`src/rtl/decode_hazard_stage.sv`:
```
// decode_hazard_stage
//   Instruction decode stage: register file, sign extension, main control
//   decode, load-use hazard detection and the ID/EX pipeline register.
//
//   Ports
//     clk, reset            sole clock; asynchronous active-high reset
//     inValid               IF/ID holds a live instruction
//     instruction           32-bit instruction word from IF/ID
//     pcMore4Input          PC+4 from IF/ID
//     regWriteIn, writeRegister, writeData
//                           writeback port into the register file
//     flush                 EX resolved a taken branch/jump
//     exMemRead, exRt       load-in-EX information for hazard detection
//     stall                 combinational; IF holds PC and IF/ID
//     outValid ... regWriteOut
//                           registered ID/EX fields and control
//
//   Configuration
//     DECODE_HAZARD_STAGE_BYPASS_EN  when defined, a read of the register being
//                                    written this cycle returns writeData
//                                    (write-through); otherwise the stored value.
module decode_hazard_stage #(
   parameter  int DATA_W   = 32,
   parameter  int NUM_REGS = 32,
   localparam int AW       = $clog2(NUM_REGS)
) (
   input  logic              clk,
   input  logic              reset,
   input  logic              inValid,
   input  logic [31:0]       instruction,
   input  logic [DATA_W-1:0] pcMore4Input,
   input  logic              regWriteIn,
   input  logic [AW-1:0]     writeRegister,
   input  logic [DATA_W-1:0] writeData,
   input  logic              flush,
   input  logic              exMemRead,
   input  logic [AW-1:0]     exRt,
   output logic              stall,
   output logic              outValid,
   output logic [DATA_W-1:0] readRegister0,
   output logic [DATA_W-1:0] readRegister1,
   output logic [DATA_W-1:0] immediateExtended,
   output logic [DATA_W-1:0] pcMore4Output,
   output logic [AW-1:0]     addressRegisterRs,
   output logic [AW-1:0]     addressRegisterRt,
   output logic [AW-1:0]     addressRegisterRd,
   output logic              regDst,
   output logic              jump,
   output logic [1:0]        branch,
   output logic              memRead,
   output logic              memToReg,
   output logic [3:0]        aluOp,
   output logic              memWrite,
   output logic              aluSrc,
   output logic              regWriteOut
);

   typedef struct packed {
      logic       reg_dst;
      logic       jump;
      logic [1:0] branch;
      logic       mem_read;
      logic       mem_to_reg;
      logic [3:0] alu_op;
      logic       mem_write;
      logic       alu_src;
      logic       reg_write;
   } ctrl_t;

   localparam logic [5:0] OP_RTYPE = 6'h00;
   localparam logic [5:0] OP_LW    = 6'h23;
   localparam logic [5:0] OP_SW    = 6'h2B;
   localparam logic [5:0] OP_ADDI  = 6'h08;
   localparam logic [5:0] OP_BEQ   = 6'h04;
   localparam logic [5:0] OP_BNE   = 6'h05;
   localparam logic [5:0] OP_J     = 6'h02;

   // ---------------------------------------------------------------
   // Instruction fields
   // ---------------------------------------------------------------
   logic [5:0]        opcode;
   logic [AW-1:0]     rs_idx;
   logic [AW-1:0]     rt_idx;
   logic [AW-1:0]     rd_idx;
   logic [DATA_W-1:0] imm_ext;

   assign opcode  = instruction[31:26];
   assign rs_idx  = AW'(instruction[25:21]);
   assign rt_idx  = AW'(instruction[20:16]);
   assign rd_idx  = AW'(instruction[15:11]);
   assign imm_ext = {{(DATA_W-16){instruction[15]}}, instruction[15:0]};

   // ---------------------------------------------------------------
   // Register file (entry 0 is never written, so it stays zero)
   // ---------------------------------------------------------------
   logic [DATA_W-1:0] regs_q [NUM_REGS];

   always_ff @(posedge clk or posedge reset) begin
      if (reset) begin
         for (int unsigned i = 0; i < NUM_REGS; i++) begin
            regs_q[i] <= '0;
         end
      end else if (regWriteIn && (writeRegister != '0)) begin
         regs_q[writeRegister] <= writeData;
      end
   end

   logic [DATA_W-1:0] rd0_val;
   logic [DATA_W-1:0] rd1_val;

   always_comb begin
      rd0_val = '0;
      rd1_val = '0;
      if ((rs_idx != '0) && (int'(rs_idx) < NUM_REGS)) rd0_val = regs_q[rs_idx];
      if ((rt_idx != '0) && (int'(rt_idx) < NUM_REGS)) rd1_val = regs_q[rt_idx];
`ifdef DECODE_HAZARD_STAGE_BYPASS_EN
      if (regWriteIn && (writeRegister != '0)) begin
         if (writeRegister == rs_idx) rd0_val = writeData;
         if (writeRegister == rt_idx) rd1_val = writeData;
      end
`endif
   end

   // ---------------------------------------------------------------
   // Main control decode
   // ---------------------------------------------------------------
   ctrl_t dec_ctrl;
   logic  uses_rt;

   always_comb begin
      dec_ctrl = '0;
      uses_rt  = 1'b0;
      unique case (opcode)
         OP_RTYPE: begin
            dec_ctrl.reg_dst   = 1'b1;
            dec_ctrl.reg_write = 1'b1;
            dec_ctrl.alu_op    = 4'b1111;
            uses_rt            = 1'b1;
         end
         OP_LW: begin
            dec_ctrl.alu_src    = 1'b1;
            dec_ctrl.mem_read   = 1'b1;
            dec_ctrl.mem_to_reg = 1'b1;
            dec_ctrl.reg_write  = 1'b1;
            dec_ctrl.alu_op     = 4'b0010;
         end
         OP_SW: begin
            dec_ctrl.alu_src   = 1'b1;
            dec_ctrl.mem_write = 1'b1;
            dec_ctrl.alu_op    = 4'b0010;
            uses_rt            = 1'b1;
         end
         OP_ADDI: begin
            dec_ctrl.alu_src   = 1'b1;
            dec_ctrl.reg_write = 1'b1;
            dec_ctrl.alu_op    = 4'b0010;
         end
         OP_BEQ: begin
            dec_ctrl.branch = 2'b01;
            dec_ctrl.alu_op = 4'b0110;
            uses_rt         = 1'b1;
         end
         OP_BNE: begin
            dec_ctrl.branch = 2'b10;
            dec_ctrl.alu_op = 4'b0110;
            uses_rt         = 1'b1;
         end
         OP_J: begin
            dec_ctrl.jump = 1'b1;
         end
         default: begin
            dec_ctrl = '0;
         end
      endcase
   end

   // ---------------------------------------------------------------
   // Load-use hazard: flush wins, and reset forces stall low
   // ---------------------------------------------------------------
   logic stall_c;

   assign stall_c = !reset && inValid && exMemRead && (exRt != '0) && !flush &&
                    ((exRt == rs_idx) || ((exRt == rt_idx) && uses_rt));
   assign stall   = stall_c;

   // ---------------------------------------------------------------
   // ID/EX register: data always loads, control is zeroed on a bubble
   // ---------------------------------------------------------------
   logic              bubble;
   ctrl_t             ctrl_d,   ctrl_q;
   logic              valid_d,  valid_q;
   logic [DATA_W-1:0] rd0_d,    rd0_q;
   logic [DATA_W-1:0] rd1_d,    rd1_q;
   logic [DATA_W-1:0] imm_d,    imm_q;
   logic [DATA_W-1:0] pc4_d,    pc4_q;
   logic [AW-1:0]     rs_d,     rs_q;
   logic [AW-1:0]     rt_d,     rt_q;
   logic [AW-1:0]     rd_d,     rd_q;

   assign bubble = flush || stall_c || !inValid;

   always_comb begin
      valid_d = !bubble;
      ctrl_d  = bubble ? ctrl_t'('0) : dec_ctrl;
      rd0_d   = rd0_val;
      rd1_d   = rd1_val;
      imm_d   = imm_ext;
      pc4_d   = pcMore4Input;
      rs_d    = rs_idx;
      rt_d    = rt_idx;
      rd_d    = rd_idx;
   end

   always_ff @(posedge clk or posedge reset) begin
      if (reset) begin
         valid_q <= 1'b0;
         ctrl_q  <= '0;
         rd0_q   <= '0;
         rd1_q   <= '0;
         imm_q   <= '0;
         pc4_q   <= '0;
         rs_q    <= '0;
         rt_q    <= '0;
         rd_q    <= '0;
      end else begin
         valid_q <= valid_d;
         ctrl_q  <= ctrl_d;
         rd0_q   <= rd0_d;
         rd1_q   <= rd1_d;
         imm_q   <= imm_d;
         pc4_q   <= pc4_d;
         rs_q    <= rs_d;
         rt_q    <= rt_d;
         rd_q    <= rd_d;
      end
   end

   assign outValid          = valid_q;
   assign readRegister0     = rd0_q;
   assign readRegister1     = rd1_q;
   assign immediateExtended = imm_q;
   assign pcMore4Output     = pc4_q;
   assign addressRegisterRs = rs_q;
   assign addressRegisterRt = rt_q;
   assign addressRegisterRd = rd_q;
   assign regDst            = ctrl_q.reg_dst;
   assign jump              = ctrl_q.jump;
   assign branch            = ctrl_q.branch;
   assign memRead           = ctrl_q.mem_read;
   assign memToReg          = ctrl_q.mem_to_reg;
   assign aluOp             = ctrl_q.alu_op;
   assign memWrite          = ctrl_q.mem_write;
   assign aluSrc            = ctrl_q.alu_src;
   assign regWriteOut       = ctrl_q.reg_write;

endmodule

```
`config.mk`:
```
export PLATFORM = sky130hd
export DESIGN_NAME = decode_hazard_stage
export DESIGN_NICKNAME = d
export VERILOG_FILES = /design/src/rtl/decode_hazard_stage.sv
export SDC_FILE = /design/constraint.sdc
export NUM_CORES = 2
export LEC_CHECK = 0
export CAP_MARGIN = 20
export CORE_ASPECT_RATIO = 0.5
export CORE_MARGIN = 2
export CORE_UTILIZATION = 28
export DETAILED_ROUTE_END_ITERATION = 12
export PLACE_DENSITY = 0.51
export SYNTH_ARGS = -nofsm -noshare
export SYNTH_HDL_FRONTEND = slang
export SYNTH_SLANG_ARGS = --single-unit
```
`constraint.sdc`:
```
create_clock -name clk -period 66.9 [get_ports clk]
set_clock_uncertainty 0.15 [all_clocks]
set_input_delay 13.38 -clock clk [delete_from_list [all_inputs] [get_ports clk]]
set_output_delay 13.38 -clock clk [all_outputs]
set_load 0.1 [all_outputs]
```
==> metrics.yaml <==
pin_count: 270
slew_headroom_pct: 20.5
final_cell_mix: "1157 x dfrtp_1, 1088 x mux2_2, 321 x mux4_2"
grt_pass1_vias: 39500
final_nets: 4147
synth-seq-cells: 1157
hpwl_mm: 117
design.die.area_mm2: 0.212
dpl_worst_slack_ns: 36.69
grt_pass1_wl_mm: 296
clockRootBuffer: "clkbuf_16"
cts_max_path_buffers: 3
crit_fanout: 12
path_delay_family: "buffers and inverters"
cp_slowest_stage_delay_ns: 1.28
p_leak_nw: 28.9
fin_setup_tns_ns: 0
power.density_mw_per_mm2: 30.7
synthMuxAreaShare_pct: 39.0
viasPerCell: 5.49
dr.pass1.iters: 5
syn_nets: 4093
yosysWarnings: 0
worst_pin_slew_ns: 1.19
crit_chain: "clkdlybuf4s50_1, xor2_1, nor3_1, nand3_1, a21oi_1, clkdlybuf4s50_1"
dp.cells: 6652
synth-simple-area-share_pct: 1.96
crit_path_start_kind: "primary input"
numClockSinks: 1157
rsz0062_at_grt: "false"
ys_seq_area_share_pct: 49.8
route.detailed.drc: 0
drv_slew: 0
grt_max_degree: 154
cap_violations: 0
synth_area_per_cell_um2: 14.6
clkLatencyLatePin_ns: 0.76
required_ns: 53.37
outcome: "finished clean"
synthXorXnorAreaFrac_pct: 0.151
arrival_ns: 16.64
place_congestion: 0.803
ir_drop_uv: 23.2
cp-end-kind: "output pin"
crit_buf_inv: 2
fin_crit_sh_pct: 45.1
via_count: 37800
fmax_mhz: 33.1
fp.dieW_um: 649
min_period_ns: 30.17
finalHoldViolCount: 0
numCtsBuffers: 118
areaGrowthSynthToFinish_pct: 17.0
clkTransAtPathRegs_ns: 0.06
synth_fa_ha_area_share_pct: 0
grt_remaining_overflow: 0
cts_tree: "done"
crit_type: "primary input to output pin"
gr-usage-all-layers_pct: 19.2
port-buffer-count: 269
routed_wl_mm: 206
synth_compound_area_share_pct: 5.41
antenna_found_initial: 11
cts_resized: 0
drive_above_1_share_pct: 43.8
synth_top_family_by_area: "multiplexers"
crit_path_top_delay_cell: "clkdlybuf4s50_1"
drtIter0Drc: 3534
setup_viol: 0
min_path_type: "flip-flop to flip-flop"
h-tree-depth: 3
wl_per_cell_um: 29.9
core_mm2: 0.207
cts_hold_buf: 0
start_util_pct: 28.1
cp_common_cell: "clkdlybuf4s50_1"
synthFlopType: "dfrtp_1"
postCtsSetupRepairBufs: 0
ys_async_sr_fraction_pct: 100
setup_slack_ns: 36.73
stdcell_count: 6896
synth_cells: 3981
antenna_left: 0
die_h_um: 326
syn_area_mm2: 0.0582
synth_edf_count: 0
final_common_cell: "dfrtp_1"
ys_types: 43
row_count: 118
## sequential cells by signal (all words and copies together), names as in the netlist
signal             flops
immediateExtended     12
aluOp                  3
jump                   1
branch                 2
addressRegisterRd      4
readRegister1         32
pcMore4Output         32
addressRegisterRs      5
memRead                1
outValid               1
memWrite               1
aluSrc                 1
regs_q              1024
readRegister0         32
addressRegisterRt      5
regWriteOut            1
## path summary, 6_finish.rpt
check	startpoint	to	slack, ns	cells past startpoint
worst max-delay path	instruction[24]	stall	36.73	6
min in group asynchronous	reset	memWrite	13.02	2
worst min register to register	regs_q[1021]	regs_q[1021]	0.25	0
worst max register to register	regs_q[519]	readRegister1[7]	64.60	4
max in group asynchronous	reset	regs_q[108]	49.64	6
worst min-delay path	regs_q[1021]	regs_q[1021]	0.25	0
## worst register-to-register path: cells and delay by family (launching register included)
kind / cells / cell delay, ns
and+or+nand+nor: 1 / 0.16
AOI/OAI and AO/OA: 2 / 0.97
DFF: 1 / 0.40
muxes: 1 / 0.47
## synth_stat cells, drive strengths merged (41+ instances only)
master	number	area, um2
mux2	1088	12300
buf	200	1160
a22o	62	543
nor3	41	205
a22oi	64	480
clkbuf	263	991
a211oi	64	480
dfrtp	1157	29000
o22ai	95	594
mux4	321	7230
mux2i	318	3180
## layout make-up
class	count	area, um2
inverter	3	18.8
fill	20000	139000
sequential	1157	29000
clock inverter	62	856
tap	2760	3450
clock buffer	157	3360
multi-input combinational	2358	27300
antenna	2	5.00
timing repair buffer	397	4140
## metal layers
| metal | GRT usage [%] | part of all wire [%] | wire length (um) | vias up |
|---|---|---|---|---|
| met1 | 26.0 | 43 | 89500 | 20700 |
| met5 | 0 | 0 | 0 | - |
| met2 | 31.1 | 47 | 97300 | 1435 |
| li1 | - | - | - | 15300 |
| met3 | 3.29 | 6.1 | 12600 | 357 |
| met4 | 6.36 | 3.3 | 6840 | 0 |
## stage by stage
stage | total power, mW | hold slack [ns] | instance area, um2 | utilization, %
4_1_cts | 2.10 | 0.251 | 67500 | 32.7
3_5_place_dp | 1.37 | 0.237 | 63300 | 30.6
3_3_place_gp | 1.36 | 0.231 | 63300 | 30.6
2_1_floorplan | 1.24 | 0.295 | 58200 | -
6_report | 2.09 | 0.250 | 68100 | 32.9
5_1_grt | 2.18 | 0.259 | 68100 | 32.9
## power by group
| part | internal (mW) | switching (mW) |
|---|---|---|
| combinational | 0.226 | 0.220 |
| sequential | 0.825 | 0.0967 |
| clock | 0.416 | 0.306 |
| total | 1.47 | 0.623 |
## kinds of logic after synthesis
logic type,after synthesis
compound gates,421
xor+xnor,10
buf+inv,466
flops,1157
mux,1727
simple gates,200
Note: power is estimated with default switching activity, not from simulation.
